**src/rtl/uart_word_serializer.sv**
```systemverilog
// Pops one word from a first-word-fall-through TX FIFO and feeds it byte by byte to the UART
// transmitter. Define UART_SER_CHECKSUM_EN to append an XOR checksum byte to every word.
module uart_word_serializer #(
    parameter int DATA_BITS = 32,
    parameter bit MSB_FIRST = 1'b0
) (
    input  logic                 i_clk,
    input  logic                 i_reset,
    input  logic                 i_fifo_empty,
    input  logic [DATA_BITS-1:0] i_fifo_data,
    output logic                 o_fifo_rd,
    input  logic                 i_uart_done,
    output logic                 o_uart_start,
    output logic [7:0]           o_uart_data,
    output logic                 o_busy
);
    // state     | meaning
    // IDLE      | waiting for the FIFO to hold a word
    // LOAD      | pop the head word, stage its first byte
    // START     | one-cycle start request to the transmitter
    // WAIT_DONE | byte on the line, waiting for the done pulse

    localparam int NBYTES = DATA_BITS / 8;
`ifdef UART_SER_CHECKSUM_EN
    localparam int TOTAL = NBYTES + 1;
    localparam logic [((NBYTES + 1) > 1 ? $clog2(NBYTES + 1) : 1)-1:0] LAST_DATA_IDX =
        ((NBYTES + 1) > 1 ? $clog2(NBYTES + 1) : 1)'(NBYTES - 1);
`else
    localparam int TOTAL = NBYTES;
`endif
    localparam int IDX_W = (TOTAL > 1) ? $clog2(TOTAL) : 1;
    localparam logic [IDX_W-1:0] LAST_IDX = IDX_W'(TOTAL - 1);

    typedef enum logic [1:0] {
        IDLE,
        LOAD,
        START,
        WAIT_DONE
    } state_t;

    state_t               r_state;
    state_t               w_next_state;
    logic [DATA_BITS-1:0] r_shift;
    logic [DATA_BITS-1:0] w_shifted;
    logic [IDX_W-1:0]     r_idx;
    logic [7:0]           r_uart_data;
    logic [7:0]           w_first_byte;
    logic [7:0]           w_next_byte;
    logic [7:0]           w_next_tx;
    logic                 w_advance;

    // The byte to send next always sits at the same end of the shift register.
    assign w_shifted    = MSB_FIRST ? (r_shift << 8) : (r_shift >> 8);
    assign w_first_byte = MSB_FIRST ? i_fifo_data[DATA_BITS-1 -: 8] : i_fifo_data[7:0];
    assign w_next_byte  = MSB_FIRST ? w_shifted[DATA_BITS-1 -: 8] : w_shifted[7:0];
    assign w_advance    = (r_state == WAIT_DONE) && i_uart_done && (r_idx != LAST_IDX);

`ifdef UART_SER_CHECKSUM_EN
    logic [7:0] r_csum;
    logic       w_send_csum;

    assign w_send_csum = (r_idx == LAST_DATA_IDX);
    assign w_next_tx   = w_send_csum ? r_csum : w_next_byte;

    always_ff @(posedge i_clk) begin
        if (i_reset) begin
            r_csum <= '0;
        end else if (r_state == LOAD) begin
            r_csum <= w_first_byte;
        end else if (w_advance && !w_send_csum) begin
            r_csum <= r_csum ^ w_next_byte;
        end
    end
`else
    assign w_next_tx = w_next_byte;
`endif

    always_comb begin
        w_next_state = r_state;
        o_fifo_rd    = 1'b0;
        o_uart_start = 1'b0;
        o_busy       = 1'b1;
        case (r_state)
            IDLE: begin
                o_busy = 1'b0;
                if (!i_fifo_empty) begin
                    w_next_state = LOAD;
                end
            end
            LOAD: begin
                o_fifo_rd    = 1'b1;
                w_next_state = START;
            end
            START: begin
                o_uart_start = 1'b1;
                w_next_state = WAIT_DONE;
            end
            WAIT_DONE: begin
                if (i_uart_done) begin
                    w_next_state = (r_idx == LAST_IDX) ? IDLE : START;
                end
            end
            default: begin
                w_next_state = IDLE;
            end
        endcase
    end

    always_ff @(posedge i_clk) begin
        if (i_reset) begin
            r_state     <= IDLE;
            r_shift     <= '0;
            r_idx       <= '0;
            r_uart_data <= '0;
        end else begin
            r_state <= w_next_state;
            if (r_state == LOAD) begin
                r_shift     <= i_fifo_data;
                r_idx       <= '0;
                r_uart_data <= w_first_byte;
            end else if (w_advance) begin
                r_shift     <= w_shifted;
                r_idx       <= r_idx + 1'b1;
                r_uart_data <= w_next_tx;
            end
        end
    end

    assign o_uart_data = r_uart_data;

endmodule
```
**config.mk**
```make
export PLATFORM = sky130hd
export DESIGN_NAME = uart_word_serializer
export DESIGN_NICKNAME = d
export VERILOG_FILES = /design/src/rtl/uart_word_serializer.sv
export SDC_FILE = /design/constraint.sdc
export NUM_CORES = 1
export LEC_CHECK = 0
export ABC_AREA = 1
export CAP_MARGIN = 20
export CORE_MARGIN = 8
export CORE_UTILIZATION = 40
export CTS_BUF_LIST = sky130_fd_sc_hd__clkbuf_16
export CTS_CLUSTER_SIZE = 30
export DETAILED_ROUTE_END_ITERATION = 8
export MAX_ROUTING_LAYER = met4
export PLACE_DENSITY_LB_ADDON = 0.3
export SLEW_MARGIN = 20
export SYNTH_ARGS = -nofsm -noshare
export SYNTH_HDL_FRONTEND = slang
export SYNTH_SLANG_ARGS = --single-unit
```
**constraint.sdc**
```tcl
create_clock -name i_clk -period 1.4 [get_ports i_clk]
set_input_delay 0.14 -clock i_clk [delete_from_list [all_inputs] [get_ports i_clk]]
set_output_delay 0.14 -clock i_clk [all_outputs]
set_load 0.02 [all_outputs]
```
==> run summary, run 1 <==
The flow ran to the end, and the final reports show no timing, DRC or antenna violations. The power density normalized to cell area came out at 1081 nW/um^2. In the final routed layout, each cell accounts on average for 12.23 um. The design draws 2.584 mW.

For the number of detailed-route iterations in the first pass, the log shows 4. For the post-layout instance area, the log shows 2390 sq um. The routed metal-1 wirelength came out at 1902 um. The final critical path time including I/O delays and setup is 1.347 ns. Routability-driven placement finished with a final weighted congestion of 0.8174. The clock net in this run drives a total of 36 sinks. Class of the most critical hold timing path: primary input to flop. The mean area per synthesized cell was 6.990 sq um; the number of cells produced by synthesis was 259. The aggregate routed wire length was 4244 um; the number of remaining DRC errors was 0. The fraction of layout cells with a size suffix above 1 is 0.08475. The via count of the first global-routing pass was 1690. The number of pins exceeding their max-slew limit in the final report came out at 0.

Summing every instance area after synthesis gives 1810 sq um. Max-cap violations in this run came to 0. The portion of the clock cycle consumed by the worst path in the final layout is 0.9622, and the placed wire-length estimate after detailed placement is 2919 um.

Entering global routing, the biggest net connects 59 pins. The tools report the sequential cell area fraction in the yosys report as 0.3981. Using the TritonRoute via totals, the vias-per-cell ratio works out to 4.971. The run gives 0 as the overall overflow remaining after global route.

Kind of cell adding the most delay to the critical path: buffers and inverters. Buffers placed on the I/O ports in this run total 46. At the worst endpoint, the required time is 1.26 ns. Leaving out fill and tap cells, the most frequent cell in the layout is nand2_1.

The kind of launch point of the worst setup path is a flop. The clock insertion delay at the later pin of the skew report was 0.28 ns. The class of the most critical setup path is flop to primary output. Synthesis instantiated 19 different standard cells from the library. The maximum clock frequency was 742.3 MHz.

In the final layout, the multi-input gates occupy 865.8 sq um. The number of antenna diodes in the final layout is 0. Setup repair after global routing left no endpoint under its margin. The area of the core is 4354 sq um, and the clock transition time at the flip-flop clock pins of the worst setup and hold paths is 0.05 ns. The area of the die was 6935 sq um; the count of standard-cell rows was 24.

The wire length of the first global-routing pass came out at 7486 um. The logs give 0.4158 for the effective utilization at floorplan and 133 for the starting DRC count in detailed routing. The remaining max-slew budget at the tightest pin is 0.8320. The run gives 0 as the total number of yosys warnings. For this run, the post-layout net count is 331. Register bit total from synthesis: 36. The top cell types in the final layout, fill and taps aside, are nand2_1 (88), nand3_1 (56), clkdlybuf4s50_1 (41), dfxtp_1 (35), a21oi_1 (34). The die is 83.28 um tall. Counting the fill cells in the layout gives 434. The highest layer touched by signal routing is met4. The logs give 0.0006758 V for the worst-case vdd ir drop and 1.21 ns for the data arrival time of the critical path. Once the clock tree was built, the setup fixing pass inserted 0 buffers. Of all nets on the critical path, the largest fanout is 2.

The final number of hold-violating endpoints was 0. For this design the top-level I/O count stands at 47. Area of all sequential standard cells: 721.9 sq um. Once placement finished, the instance area stood at 2246 sq um.

The run gives 296 as the post-synthesis net count. The critical path goes through clkdlybuf4s50_1. The slowest cell on the critical path was clkdlybuf4s50_1.

The area added between synthesis and finish is 32.00%, and the maximum buffer depth of the clock tree is 2. Setup violations remaining at the end of the flow were counted as 0. The worst setup path is captured at a primary output.

The die is 83.28 um wide. TritonCTS built the clock tree. The number of buffer and inverter instances along the worst setup path came out at 1. For the global-route total usage across every layer, the log shows 0.1293. Wire segments on met2 add up to 2028 um in the final route.

The transition time at the pin with the least slew margin works out to 0.2520 ns. In this run the number of H-tree levels came out at 2. Across the routed clock network, the largest skew measured is 0.004730 ns. The total CTS buffers was 5; the initial antenna violation count was 0.

Summed over all nets, wire length on met3 after detailed routing comes to 268 um. The cell leakage power was 1.027 nW. The delay contributed by the slowest stage of the critical path is 0.60 ns.

The post-route antenna net violation count is 0. The tree is rooted in a clkbuf_16. Summing over every cut layer, the via total after detailed routing is 1725.
[report_power, final]
part           leakage (nW)  internal, mW  switching [mW]
sequential            0.292          1.07          0.0244
clock                0.0738         0.639           0.386
combinational         0.661         0.216           0.251
total                  1.03          1.92           0.661
[stage by stage]
stage	worst slack, ns	instances	util	setup TNS [ns]	hold slack [ns]
2_1_floorplan	0.2127	259	-	0	0.2372
3_3_place_gp	-0.01210	339	0.5158	-0.04976	0.4557
3_5_place_dp	-0.03950	339	0.5158	-0.4773	0.4603
4_1_cts	0.005942	347	0.5466	0	0.4136
5_1_grt	0.01255	347	0.5489	0	0.4331
6_report	0.05285	347	0.5489	0	0.4186
[worst paths after layout]
path,start,cells past startpoint,slack [ns],end
worst min-delay path,i_fifo_data[28],3,0.42,r_shift[28]
worst max-delay path,r_shift[0],1,0.05,o_uart_data[0]
worst min register to register,r_idx[1],2,0.47,r_idx[1]
worst max register to register,r_idx[0],7,0.13,r_idx[0]
[cells in the mapped netlist]
cell	n	share of area
or2_2	1	0.0035
ha_1	1	0.0069
buf_4	11	0.046
a211oi_1	1	0.0041
nand2_4	3	0.019
nor2_1	1	0.0021
a31oi_1	1	0.0035
nor2_2	1	0.0035
buf_2	8	0.022
clkbuf_1	3	0.0062
nand2_1	88	0.18
dfxtp_1	36	0.40
nand3_1	56	0.15
inv_1	5	0.010
buf_8	2	0.017
a21oi_1	34	0.094
buf_6	3	0.019
inv_2	3	0.0062
clkbuf_2	1	0.0028
[repair_timing]
action / in CTS / in global routing
hold buffers: 0 / 0
gates cloned: 0 / 0
endpoints found under the setup margin: 3 / 8
resized for setup: 4 / 5
[kinds of logic (layout without fill, tap and decap cells)]
family / after synthesis / in the layout / synth area share
AO/OA/AOI/OAI: 36 / 36 / 0.1016
adder cells (fa/ha/maj): 1 / 1 / 0.006910
buffers and inverters: 36 / 72 / 0.1285
flip-flops: 36 / 36 / 0.3981
AND/OR/NAND/NOR: 150 / 150 / 0.3649
[registers in the layout, summed over array words and instances (netlist names)]
register / flops
r_shift: 32
r_idx: 2
r_state: 2
[routing by layer]
metal | global-route usage | vias up
li1 | - | 917
met1 | 0.1483 | 753
met2 | 0.2086 | 49
met3 | 0.04590 | 6
met4 | 0.03355 | 0
met5 | - | -
[layout make-up]
class / instances / area share
Clock buffer: 5 / 0.05236
Clock inverter: 3 / 0.004712
Inverter: 8 / 0.01257
Multi-Input combinational cell: 187 / 0.3623
Sequential cell: 36 / 0.3021
Tap cell: 52 / 0.02723
Timing Repair Buffer: 56 / 0.2387
Power figures use the tool's default switching activity.
==> run 2, diff against run 1 <==
Clock period 1.4 ns to 1.1 ns, I/O delays scaled along.
==> run summary, run 2 (same netlist as run 1, synthesis figures left out) <==
The library cells used most frequently in the layout, excluding fill and tap cells, are nand2_1 (79), clkdlybuf4s50_1 (35), dfxtp_1 (32), nand3_1 (31), nand3_2 (20). The data arrival time of the critical path is 1.52 ns (+0.31 ns), and the worst-case setup slack after placement is -0.3103 ns (-0.2708 ns). The logs give 1.30 ns (+0.04 ns) for the required arrival time at the worst endpoint and 3.895 mW (+51%) for the total design power. The run gives 0.003920 ns (-0.0008099 ns) as the setup clock skew after layout. TritonCTS built the clock tree. The number of pins exceeding their max-slew limit in the final report was 0 (unchanged). The maximum net fanout on the critical path works out to 5 (+3). Global-route total usage across every layer: 0.1674 (+0.03803). The run gives 36 (unchanged) as the sink count of the clock tree. Relative contribution of the clock network to total power: 0.409 (+0.013).

The die outline height came out at 83.28 um (unchanged). The area after detailed placement came out at 2263 sq um (+0.78%). STA classifies the critical path startpoint as a flop. The root buffer cell chosen for the clock tree is clkbuf_16. The tools report the core occupancy in the finished layout as 0.7092 (+0.1603). The flip-flop count of the largest register, all copies and words added is 32 (unchanged). The total number of vias was 2015 (+17%). The run finished, with violations left.

The maximum buffer depth of the clock tree was 2 (unchanged). The logs give 0 (unchanged) for the post-route antenna net violation count and 0 (unchanged) for the max-cap check violation count. Number of remaining DRC errors: 0 (unchanged). The cell leakage power is 1.232 nW (+20%). The wire length of the first global-routing pass was 9473 um (+27%); the effective utilization at floorplan was 0.4158 (unchanged).

The logs give 0 (unchanged) for the antenna diode instance count and 0.28 ns (about the same) for the clock insertion delay at the later pin of the skew report. The internal power consumption was 2.836 mW (+47%). The part of the power in registers was 0.362 (-0.061).

The class of the most critical setup path is flop to flop. The average wire per standard cell was 17.32 um (+42%); the worst-case setup margin in the final layout was -0.2199 ns (-0.2727 ns). The path class of the tightest hold or removal check is primary input to flop.

The tools report the initial antenna violation count as 0 (unchanged). Setup repair after global routing could not meet its margin everywhere. The tools report the internal reg-to-reg setup slack as -0.22 ns (-0.35 ns). The count of boundary I/O pins is 47 (unchanged), and the portion of the clock cycle consumed by the worst path in the final layout is 1.200.

The H-tree depth reported by CTS is 2 (unchanged). The count of standard-cell rows is 24 (unchanged). The run gives 0.230 (+0.049) as the power share of the combinational group.

For the maximum clock frequency, the log shows 757.7 MHz. The clock transition time at the flip-flop clock pins of the worst setup and hold paths was 0.05 ns (about the same); the via count of the first global-routing pass was 1920 (+14%). The overall overflow remaining after global route is 0 (unchanged), and the remaining max-slew budget at the tightest pin is 0.8290 (-0.003016). The run gives -4.781 ns (-4.781 ns) as the total negative slack for setup checks. STA classifies the critical path endpoint as a flop. The routed via count divided by cell count was 5.476 (+10%); the number of detailed-route iterations in the first pass was 4 (unchanged). Traced cell by cell, the critical path runs through ha_4 > nor2_4 > nand2_8 > buf_6 > buf_12 > clkinv_4 > nand2_1 > a21oi_1.

The largest registers in the layout are r_shift x32, r_idx x2, r_state x2. The aggregate routed wire length is 6372 um (+50%), and the final RePlAce weighted congestion is 0.8055 (-1.5%). The run gives 352 (+6.3%) as the number of nets in the finished design. The switching portion of total power is 0.2719 (+0.01594), and the worst-case vdd ir drop is 0.0009221 V (+36%).

The logs give 1.059 mW (+60%) for the switching power and 3082 um (+5.6%) for the placed wire-length estimate after detailed placement. The register with the most flip-flops is r_shift. The maximum number of pins on one net before global-route repair is 45 (-24%), and the area of the core is 4354 sq um (unchanged). The fraction of layout cells with a size suffix above 1 was 0.3449 (+0.2602).

The slowest stage of the critical path is the dfxtp_2 cell. Delay contributed by the slowest stage of the critical path: 0.33 ns (-0.27 ns). The final reports fail on negative setup slack. The transition time at the pin with the least slew margin is 0.2576 ns (+0.005547 ns), and the overall die width is 83.28 um (unchanged). Area added between synthesis and finish: 70.56%. The final number of hold-violating endpoints was 0 (unchanged); the final critical path time including I/O delays and setup was 1.320 ns. Number of port buffers: 46 (unchanged). The number of setup violations in the final report was 36 (+36); the power density normalized to cell area was 1261 nW/um^2 (+17%). The run gives 3088 sq um (+29%) as the post-layout instance area.

The run gives 6935 sq um (unchanged) as the area of the die. Most common library cell in the layout ignoring fill and taps: nand2_1. The total CTS buffers is 5 (unchanged), and the starting DRC count in detailed routing is 155 (+17%).
## run 2: changes by cell type in the layout (fill, tap and decap cells not counted), moves of 5 or more
cell,before,now
clkdlybuf4s50_1,41,35
nand2_2,0,8
nand3_1,56,31
nand3_2,0,20
buf_4,7,13
a21oi_1,34,17
nand2_8,1,6
nand2_1,88,79
a21oi_2,0,17
nand3_4,0,5
## run 2: through the flow
stage / std cells / hold WS (ns)
6_report: 368 / 0.3838
5_1_grt: 368 / 0.3980
4_1_cts: 362 / 0.3813
3_5_place_dp: 342 / 0.4679
3_3_place_gp: 342 / 0.4616
2_1_floorplan: 259 / 0.2072
## run 2: power by group through the flow
stage | Combinational (mW) | Clock (mW) | Sequential (mW)
floorplan | 0.405 | 0 | 1.41
global placement | 0.605 | 0 | 1.41
detailed placement | 0.607 | 0 | 1.42
CTS | 0.741 | 1.60 | 1.40
global route | 0.949 | 1.68 | 1.41
finish | 0.894 | 1.59 | 1.41
## run 2: critical path: cells and delay by family (launching register included)
kind	cells	cell delay, ns
flops	1	0.33
buf+inv	3	0.32
simple gates	3	0.27
fa+ha+maj	1	0.17
compound gates	1	0.13
## run 2: worst paths after layout
path	from	end	cells after the start
min reg2reg	r_shift[24]	r_shift[24]	2
min	i_fifo_data[31]	r_shift[31]	3
max reg2reg	r_idx[0]	r_idx[0]	8
max	r_idx[0]	r_idx[0]	8
## run 2: area by class of cell
| type | instances | area (sq um) |
|---|---|---|
| Fill cell | 292 | 1266 |
| Sequential cell | 36 | 730.7 |
| Inverter | 8 | 42.54 |
| Tap cell | 52 | 65.06 |
| Clock inverter | 3 | 38.79 |
| Multi-Input combinational cell | 190 | 1225 |
| Clock buffer | 5 | 125.1 |
| Timing Repair Buffer | 74 | 860.8 |
## run 2: timing repair
action / CTS / global route
hold endpoints to repair: 0 / 0
gates cloned: 7 / 2
buffers inserted: 5 / 5
resized for setup: 85 / 43
hold buffers: 0 / 0
pin swaps: 17 / 13
endpoints found under the setup margin: 46 / 42
## run 2: metal layers
layer  up-vias  global-route usage  wire (um)
met3        17             0.04590        403
met1       957              0.1975       2575
met2        75              0.2666       3210
met4         0             0.05751        182
met5         -                   -          0
li1        966                   -          -
==> run 3, diff against run 2 <==
Settings changed: ABC_CLOCK_PERIOD_IN_PS set to 1100.
==> results of run 3 <==
Final layout, timing and power as in run 2 (identical DEF).
